<file path="src/rtl/vmem1_arb_if.sv">
`default_nettype none
// ============================================================================
// Module      : vmem1_arb_if
// Description : Signal bundle for the stage-1 map RAM arbiter: lookup port,
//               map-write port, RAM-side port and sweep status.
// Revision    : 1.0  initial release
// ============================================================================
interface vmem1_arb_if #(
    parameter int ADR_W  = 10,
    parameter int DATA_W = 24
);
    // lookup requester
    logic              lk_req;
    logic [ADR_W-1:0]  lk_adr;
    logic              lk_gnt;
    logic              lk_valid;
    logic [DATA_W-1:0] lk_data;

    // map-write requester
    logic              wr_req;
    logic [ADR_W-1:0]  wr_adr;
    logic [DATA_W-1:0] wr_data;
    logic              wr_gnt;

    // RAM side
    logic [ADR_W-1:0]  ram_adr;
    logic              ram_rp;
    logic              ram_wp;
    logic [DATA_W-1:0] ram_wdata;
    logic [DATA_W-1:0] ram_q;

    // status
    logic              busy;

    // Environment side: requesters plus the RAM read data
    modport master (
        output lk_req, lk_adr, wr_req, wr_adr, wr_data, ram_q,
        input  lk_gnt, lk_valid, lk_data, wr_gnt,
        input  ram_adr, ram_rp, ram_wp, ram_wdata, busy
    );

    // Arbiter side
    modport slave (
        input  lk_req, lk_adr, wr_req, wr_adr, wr_data, ram_q,
        output lk_gnt, lk_valid, lk_data, wr_gnt,
        output ram_adr, ram_rp, ram_wp, ram_wdata, busy
    );
endinterface

`default_nettype wire

</file>
<file path="src/rtl/vmem1_arb.sv">
`default_nettype none
// ============================================================================
// Module      : vmem1_arb
// Description : Access controller for the stage-1 virtual memory map RAM.
//               Arbitrates the single RAM port between CPU map lookups
//               (priority) and map writes (starvation bounded by MAX_DEFER).
//               Define VMEM1_CLEAR_EN to sweep the map to CLEAR_VALUE after
//               every reset; busy is high while the sweep runs.
// Revision    : 1.0  initial release
// ============================================================================
module vmem1_arb #(
    parameter int                ADR_W       = 10,
    parameter int                DATA_W      = 24,
    parameter int                MAX_DEFER   = 4,
    parameter logic [DATA_W-1:0] CLEAR_VALUE = 24'h000000
) (
    input  wire logic  clk,
    input  wire logic  reset,
    vmem1_arb_if.slave bus
);

    localparam logic [3:0] c_MAX_DEFER = 4'(MAX_DEFER);

    typedef enum logic [0:0] {
        ST_CLEAR = 1'b0,
        ST_RUN   = 1'b1
    } state_t;

`ifdef VMEM1_CLEAR_EN
    localparam state_t c_ST_RESET = ST_CLEAR;
`else
    localparam state_t c_ST_RESET = ST_RUN;
`endif

    state_t           r_state;
    state_t           w_state_nxt;
    logic [ADR_W-1:0] w_clr_adr;
    logic             w_clr_last;
    logic [3:0]       r_defer_cnt;
    logic             r_lk_valid;
    logic             w_wr_win;
    logic             w_lk_win;

`ifdef VMEM1_CLEAR_EN
    logic [ADR_W-1:0] r_clr_adr;

    // Sweep address: restarts at 0 on reset, advances once per clear cycle
    // and wraps back to 0 after the last entry.
    always_ff @(posedge clk) begin
        if (reset) begin
            r_clr_adr <= '0;
        end else if (r_state == ST_CLEAR) begin
            r_clr_adr <= r_clr_adr + ADR_W'(1);
        end
    end

    assign w_clr_adr = r_clr_adr;
`else
    assign w_clr_adr = '0;
`endif

    assign w_clr_last = &w_clr_adr;

    // State register
    always_ff @(posedge clk) begin
        if (reset) begin
            r_state <= c_ST_RESET;
        end else begin
            r_state <= w_state_nxt;
        end
    end

    // Next state, arbitration decision and RAM port drive
    always_comb begin
        w_state_nxt   = r_state;
        w_wr_win      = 1'b0;
        w_lk_win      = 1'b0;
        bus.lk_gnt    = 1'b0;
        bus.wr_gnt    = 1'b0;
        bus.ram_adr   = '0;
        bus.ram_rp    = 1'b0;
        bus.ram_wp    = 1'b0;
        bus.ram_wdata = '0;
        bus.busy      = 1'b0;
        case (r_state)
            ST_CLEAR: begin
                bus.busy      = 1'b1;
                bus.ram_wp    = 1'b1;
                bus.ram_adr   = w_clr_adr;
                bus.ram_wdata = CLEAR_VALUE;
                if (w_clr_last) begin
                    w_state_nxt = ST_RUN;
                end
            end
            default: begin
                // A write that has been deferred MAX_DEFER times overrides
                // lookups; otherwise lookups win and writes take idle slots.
                if (bus.wr_req && ((r_defer_cnt == c_MAX_DEFER) || !bus.lk_req)) begin
                    w_wr_win = 1'b1;
                end else if (bus.lk_req) begin
                    w_lk_win = 1'b1;
                end
                if (w_wr_win) begin
                    bus.wr_gnt    = 1'b1;
                    bus.ram_wp    = 1'b1;
                    bus.ram_adr   = bus.wr_adr;
                    bus.ram_wdata = bus.wr_data;
                end else if (w_lk_win) begin
                    bus.lk_gnt  = 1'b1;
                    bus.ram_rp  = 1'b1;
                    bus.ram_adr = bus.lk_adr;
                end
            end
        endcase
    end

    // Defer counter: counts lookups won over a pending write, saturating;
    // cleared when the write is served or the write request is withdrawn.
    always_ff @(posedge clk) begin
        if (reset) begin
            r_defer_cnt <= '0;
        end else if (w_wr_win || !bus.wr_req) begin
            r_defer_cnt <= '0;
        end else if (w_lk_win && (r_defer_cnt != c_MAX_DEFER)) begin
            r_defer_cnt <= r_defer_cnt + 4'd1;
        end
    end

    // Lookup data valid: one cycle after each grant, killed by reset.
    always_ff @(posedge clk) begin
        if (reset) begin
            r_lk_valid <= 1'b0;
        end else begin
            r_lk_valid <= w_lk_win;
        end
    end

    assign bus.lk_valid = r_lk_valid;
    assign bus.lk_data  = bus.ram_q;

endmodule

`default_nettype wire

</file>
<file path="src/flat_wrapper.sv">
// flat-port wrapper written by rule: the top's interface ports become plain ports
module vmem1_arb_flat 
#(
    parameter int                ADR_W       = 10,
    parameter int                DATA_W      = 24,
    parameter int                MAX_DEFER   = 4,
    parameter logic [DATA_W-1:0] CLEAR_VALUE = 24'h000000
)
  (clk, reset, bus_lk_req, bus_lk_adr, bus_wr_req, bus_wr_adr, bus_wr_data, bus_ram_q, bus_lk_gnt, bus_lk_valid, bus_lk_data, bus_wr_gnt, bus_ram_adr, bus_ram_rp, bus_ram_wp, bus_ram_wdata, bus_busy);
  vmem1_arb_if #(.ADR_W(ADR_W), .DATA_W(DATA_W)) bus_i ();
  input  wire logic clk;
  input  wire logic reset;
  input wire logic [$bits(bus_i.lk_req)-1:0] bus_lk_req;
  input wire logic [$bits(bus_i.lk_adr)-1:0] bus_lk_adr;
  input wire logic [$bits(bus_i.wr_req)-1:0] bus_wr_req;
  input wire logic [$bits(bus_i.wr_adr)-1:0] bus_wr_adr;
  input wire logic [$bits(bus_i.wr_data)-1:0] bus_wr_data;
  input wire logic [$bits(bus_i.ram_q)-1:0] bus_ram_q;
  output wire logic [$bits(bus_i.lk_gnt)-1:0] bus_lk_gnt;
  output wire logic [$bits(bus_i.lk_valid)-1:0] bus_lk_valid;
  output wire logic [$bits(bus_i.lk_data)-1:0] bus_lk_data;
  output wire logic [$bits(bus_i.wr_gnt)-1:0] bus_wr_gnt;
  output wire logic [$bits(bus_i.ram_adr)-1:0] bus_ram_adr;
  output wire logic [$bits(bus_i.ram_rp)-1:0] bus_ram_rp;
  output wire logic [$bits(bus_i.ram_wp)-1:0] bus_ram_wp;
  output wire logic [$bits(bus_i.ram_wdata)-1:0] bus_ram_wdata;
  output wire logic [$bits(bus_i.busy)-1:0] bus_busy;
  assign bus_i.lk_req = bus_lk_req;
  assign bus_i.lk_adr = bus_lk_adr;
  assign bus_i.wr_req = bus_wr_req;
  assign bus_i.wr_adr = bus_wr_adr;
  assign bus_i.wr_data = bus_wr_data;
  assign bus_i.ram_q = bus_ram_q;
  assign bus_lk_gnt = bus_i.lk_gnt;
  assign bus_lk_valid = bus_i.lk_valid;
  assign bus_lk_data = bus_i.lk_data;
  assign bus_wr_gnt = bus_i.wr_gnt;
  assign bus_ram_adr = bus_i.ram_adr;
  assign bus_ram_rp = bus_i.ram_rp;
  assign bus_ram_wp = bus_i.ram_wp;
  assign bus_ram_wdata = bus_i.ram_wdata;
  assign bus_busy = bus_i.busy;
  vmem1_arb #(.ADR_W(ADR_W), .DATA_W(DATA_W), .MAX_DEFER(MAX_DEFER), .CLEAR_VALUE(CLEAR_VALUE)) u_core (.clk(clk), .reset(reset), .bus(bus_i));
endmodule
</file>
<file path="config.mk">
export PLATFORM = sky130hd
export DESIGN_NAME = vmem1_arb_flat
export DESIGN_NICKNAME = d
export VERILOG_FILES = /design/src/rtl/vmem1_arb_if.sv /design/src/rtl/vmem1_arb.sv /design/src/flat_wrapper.sv
export SDC_FILE = /design/constraint.sdc
export NUM_CORES = 1
export LEC_CHECK = 0
export ABC_AREA = 1
export CORE_ASPECT_RATIO = 0.8
export CORE_UTILIZATION = 32
export CTS_CLUSTER_SIZE = 25
export DETAILED_ROUTE_END_ITERATION = 16
export DONT_BUFFER_PORTS = 1
export GPL_ROUTABILITY_DRIVEN = 0
export GPL_TIMING_DRIVEN = 0
export HOLD_SLACK_MARGIN = 0.1
export PLACE_DENSITY = 0.57
export SYNTH_ARGS = -nofsm -noshare
export SYNTH_HDL_FRONTEND = slang
export SYNTH_SLANG_ARGS = --single-unit
</file>
<file path="constraint.sdc">
create_clock -name clk -period 1.65 [get_ports clk]
set_input_delay 0.33 -clock clk [delete_from_list [all_inputs] [get_ports clk]]
set_output_delay 0.33 -clock clk [all_outputs]
set_load 0.01 [all_outputs]
</file>
==> impl_results.md <==
- Status: finished with violations
- Failing checks: DRC, setup timing
- GRT Util Overall: 17.9%
- Die Height: between 40 and 50 um
- Register bit total from synthesis: 5
- Final instance area: 1250 um2
- CTS tree: done
- # rows: 15
- Initial antenna violation count: 0
- Fin nets: around 230
- RSZ-0062 raised after global routing: yes
- Number of max-cap violations: 0
- Min-Delay Path Class: in2reg
- Detailed placement HPWL: around 2100 um
- Post-CTS Hold Buffers: 0
- Fmax achieved: roughly 0.59 GHz
- Register Area: 103 um2
- Synthesized area per cell: between 5 and 6 um2
- Drt via density: 4.91
- Clock-pin slew on the worst setup and hold paths: roughly 0.05 ns
- First DRT Iteration DRCs: 33
- DRT Pass-1 Iters: 12
- Post-DP Area: roughly 830 um2
- Clk sinks: 5
- # port buffers: 0
- Overall power: about 540 uW
- Peak fanout along the critical path: 6
- Hold Slack: between 0.15 and 0.2 ns
- Clock Path Buffers: 2
- Final Hold Viols: 0
- Initial Util: between 30% and 40%
- Worst setup EP type: primary output
- Pre-CTS WS: -0.000141 ns
- Fill cell count: ~220
- Max transition margin: a little under two thirds
- Final WL: ~2700 um
- CTS root buf: clkbuf_4
- Multi-input logic area: between 600 and 700 um2
- Die area: 2720 um2
- Die Wd: 58.0 um
- Antenna Nets Post-Route: 0
- Total gr overflow: 0
- Ant diodes: 0
- Post-Syn Area: between 800 and 900 um2
- Top Ports: around 140
- Drt wl/cell: 15.6 um
- Pwr dens: 436 nW/um2
- Final setup viols: 19
- CTS buffer count: 3
- LEAKAGE: around 0.00061 uW
- Post-route minimum period: 1.68 ns
- Area Overhead vs Synth: 55.6%
- Syn nets: 213
- First-pass GRT wire length: 3590 um
- Synth Instances: 139
- H-tree levels: 1
- Share of layout cells above drive strength 1: between 60% and 70%
- Core Box Area: around 2300 um2
- Setup WS post-layout: -0.0327 ns
- Critical Path RT: 1.32 ns
- Slew @ Worst Pin: roughly 0.54 ns
- DR DRC count: 7
- Clk_lat worst skew: between 0.2 and 0.25 ns
- Fin crit share: 102%
- Ys Warns: 0
- Clock skew: between 0.004 and 0.005 ns
- Synth unique cells: 16
- Number of global-route vias before repair: between 700 and 800
- Setup Crit Path Kind: reg2out
- CP startpoint kind: flip-flop
- Largest net degree at the start of global routing: 11
- Sequential share of the synthesized area: between 10% and 20%
- Max-slew violations: 0
- Worst VDD drop: about 0.34 mV
- Via count: roughly 870
- CP Data Arrival Time: ~1.4 ns
[per-stage QoR]
step,utilization [%],instances,setup TNS [ns]
3_5_place_dp,37.1,164,-0.000141
6_report,55.5,176,-0.266
5_1_grt,55.5,176,-1.91
4_1_cts,53.4,175,-0.650
2_1_floorplan,-,139,0
3_3_place_gp,37.1,164,0
[path summary, 6_finish.rpt]
check / from / end / slack [ns] / depth (start not counted)
max reg2reg: u_core.r_defer_cnt[1] / u_core.r_defer_cnt[3] / 0.46 / 7
min: reset / u_core.bus.lk_valid / 0.16 / 1
min reg2reg: u_core.r_defer_cnt[0] / u_core.r_defer_cnt[0] / 0.52 / 2
max: u_core.r_defer_cnt[1] / bus_ram_adr[0] / -0.03 / 8
[cell families after synthesis]
logic type               after synthesis  share of synthesized area (%)
AND/OR/NAND/NOR                       65                           36.0
buffers and inverters                 64                           45.8
flip-flops                             5                           12.5
XOR/XNOR                               2                           2.18
adder cells (fa/ha/maj)                2                           3.11
other                                  1                          0.467
[report_power, final]
part	switching (uW)	internal [uW]	total, uW
combinational	164	114	278
clock	49.6	91.4	141
sequential	2.15	124	126
total	216	329	545
[final cells by class]
type	instances	share of cell area (%)
flip-flops and latches	5	8.21
well taps	25	2.50
plain buffers	33	22.0
repair buffers	7	4.50
inverters	31	9.71
multi-input cells	71	51.0
clock buffers	4	2.10
[cell usage after synthesis (all sizes together)]
library cell / number / share of area (%)
ha: 2 / 3.1
nor2: 29 / 14
nand3: 22 / 14
buf: 31 / 30
nand4: 1 / 0.78
conb: 1 / 0.47
xnor2: 1 / 1.1
clkbuf: 2 / 0.93
inv: 31 / 14
xor2: 1 / 1.1
nand2: 13 / 7.3
dfxtp: 5 / 12
[critical path: stages (launching register included)]
cell and delay [ns]:
dfxtp_2 0.33, inv_2 0.04, ha_4 0.16, nand3_4 0.08, nand2_8 0.08, nand2_8 0.09
buf_4 0.11, nand3_1 0.08, nand2_2 0.13
[flip-flops by register name (all words and copies together) (netlist names)]
name and cells:
u_core.r_defer_cnt 4, u_core.bus.lk_valid 1
[repair_timing]
action,4_1_cts,5_1_grt
pin swaps,13,9
endpoints found under the setup margin,38,37
gates cloned,3,0
hold endpoints to repair,0,0
gates resized for setup,83,8
buffers inserted,4,1
[cells in the final DEF (no fill, tap or decap), types with 3 or more instances in the layout]
| master | Yosys | layout |
|---|---|---|
| clkbuf_4 | 0 | 3 |
| clkbuf_1 | 2 | 3 |
| buf_6 | 3 | 3 |
| nand2_2 | 1 | 11 |
| inv_1 | 31 | 27 |
| nand3_1 | 21 | 13 |
| nor2_1 | 29 | 5 |
| dfxtp_1 | 5 | 3 |
| nand3_2 | 1 | 8 |
| inv_2 | 0 | 3 |
| buf_4 | 28 | 32 |
| nor2_4 | 0 | 24 |
[routing by layer]
layer	vias up	wire, um	global-route usage [%]
li1	404	-	-
met1	387	870	19.3
met2	72	1590	36.1
met3	2	268	2.75
met4	0	14	7.14
met5	-	0	0
Power figures use the tool's default switching activity.
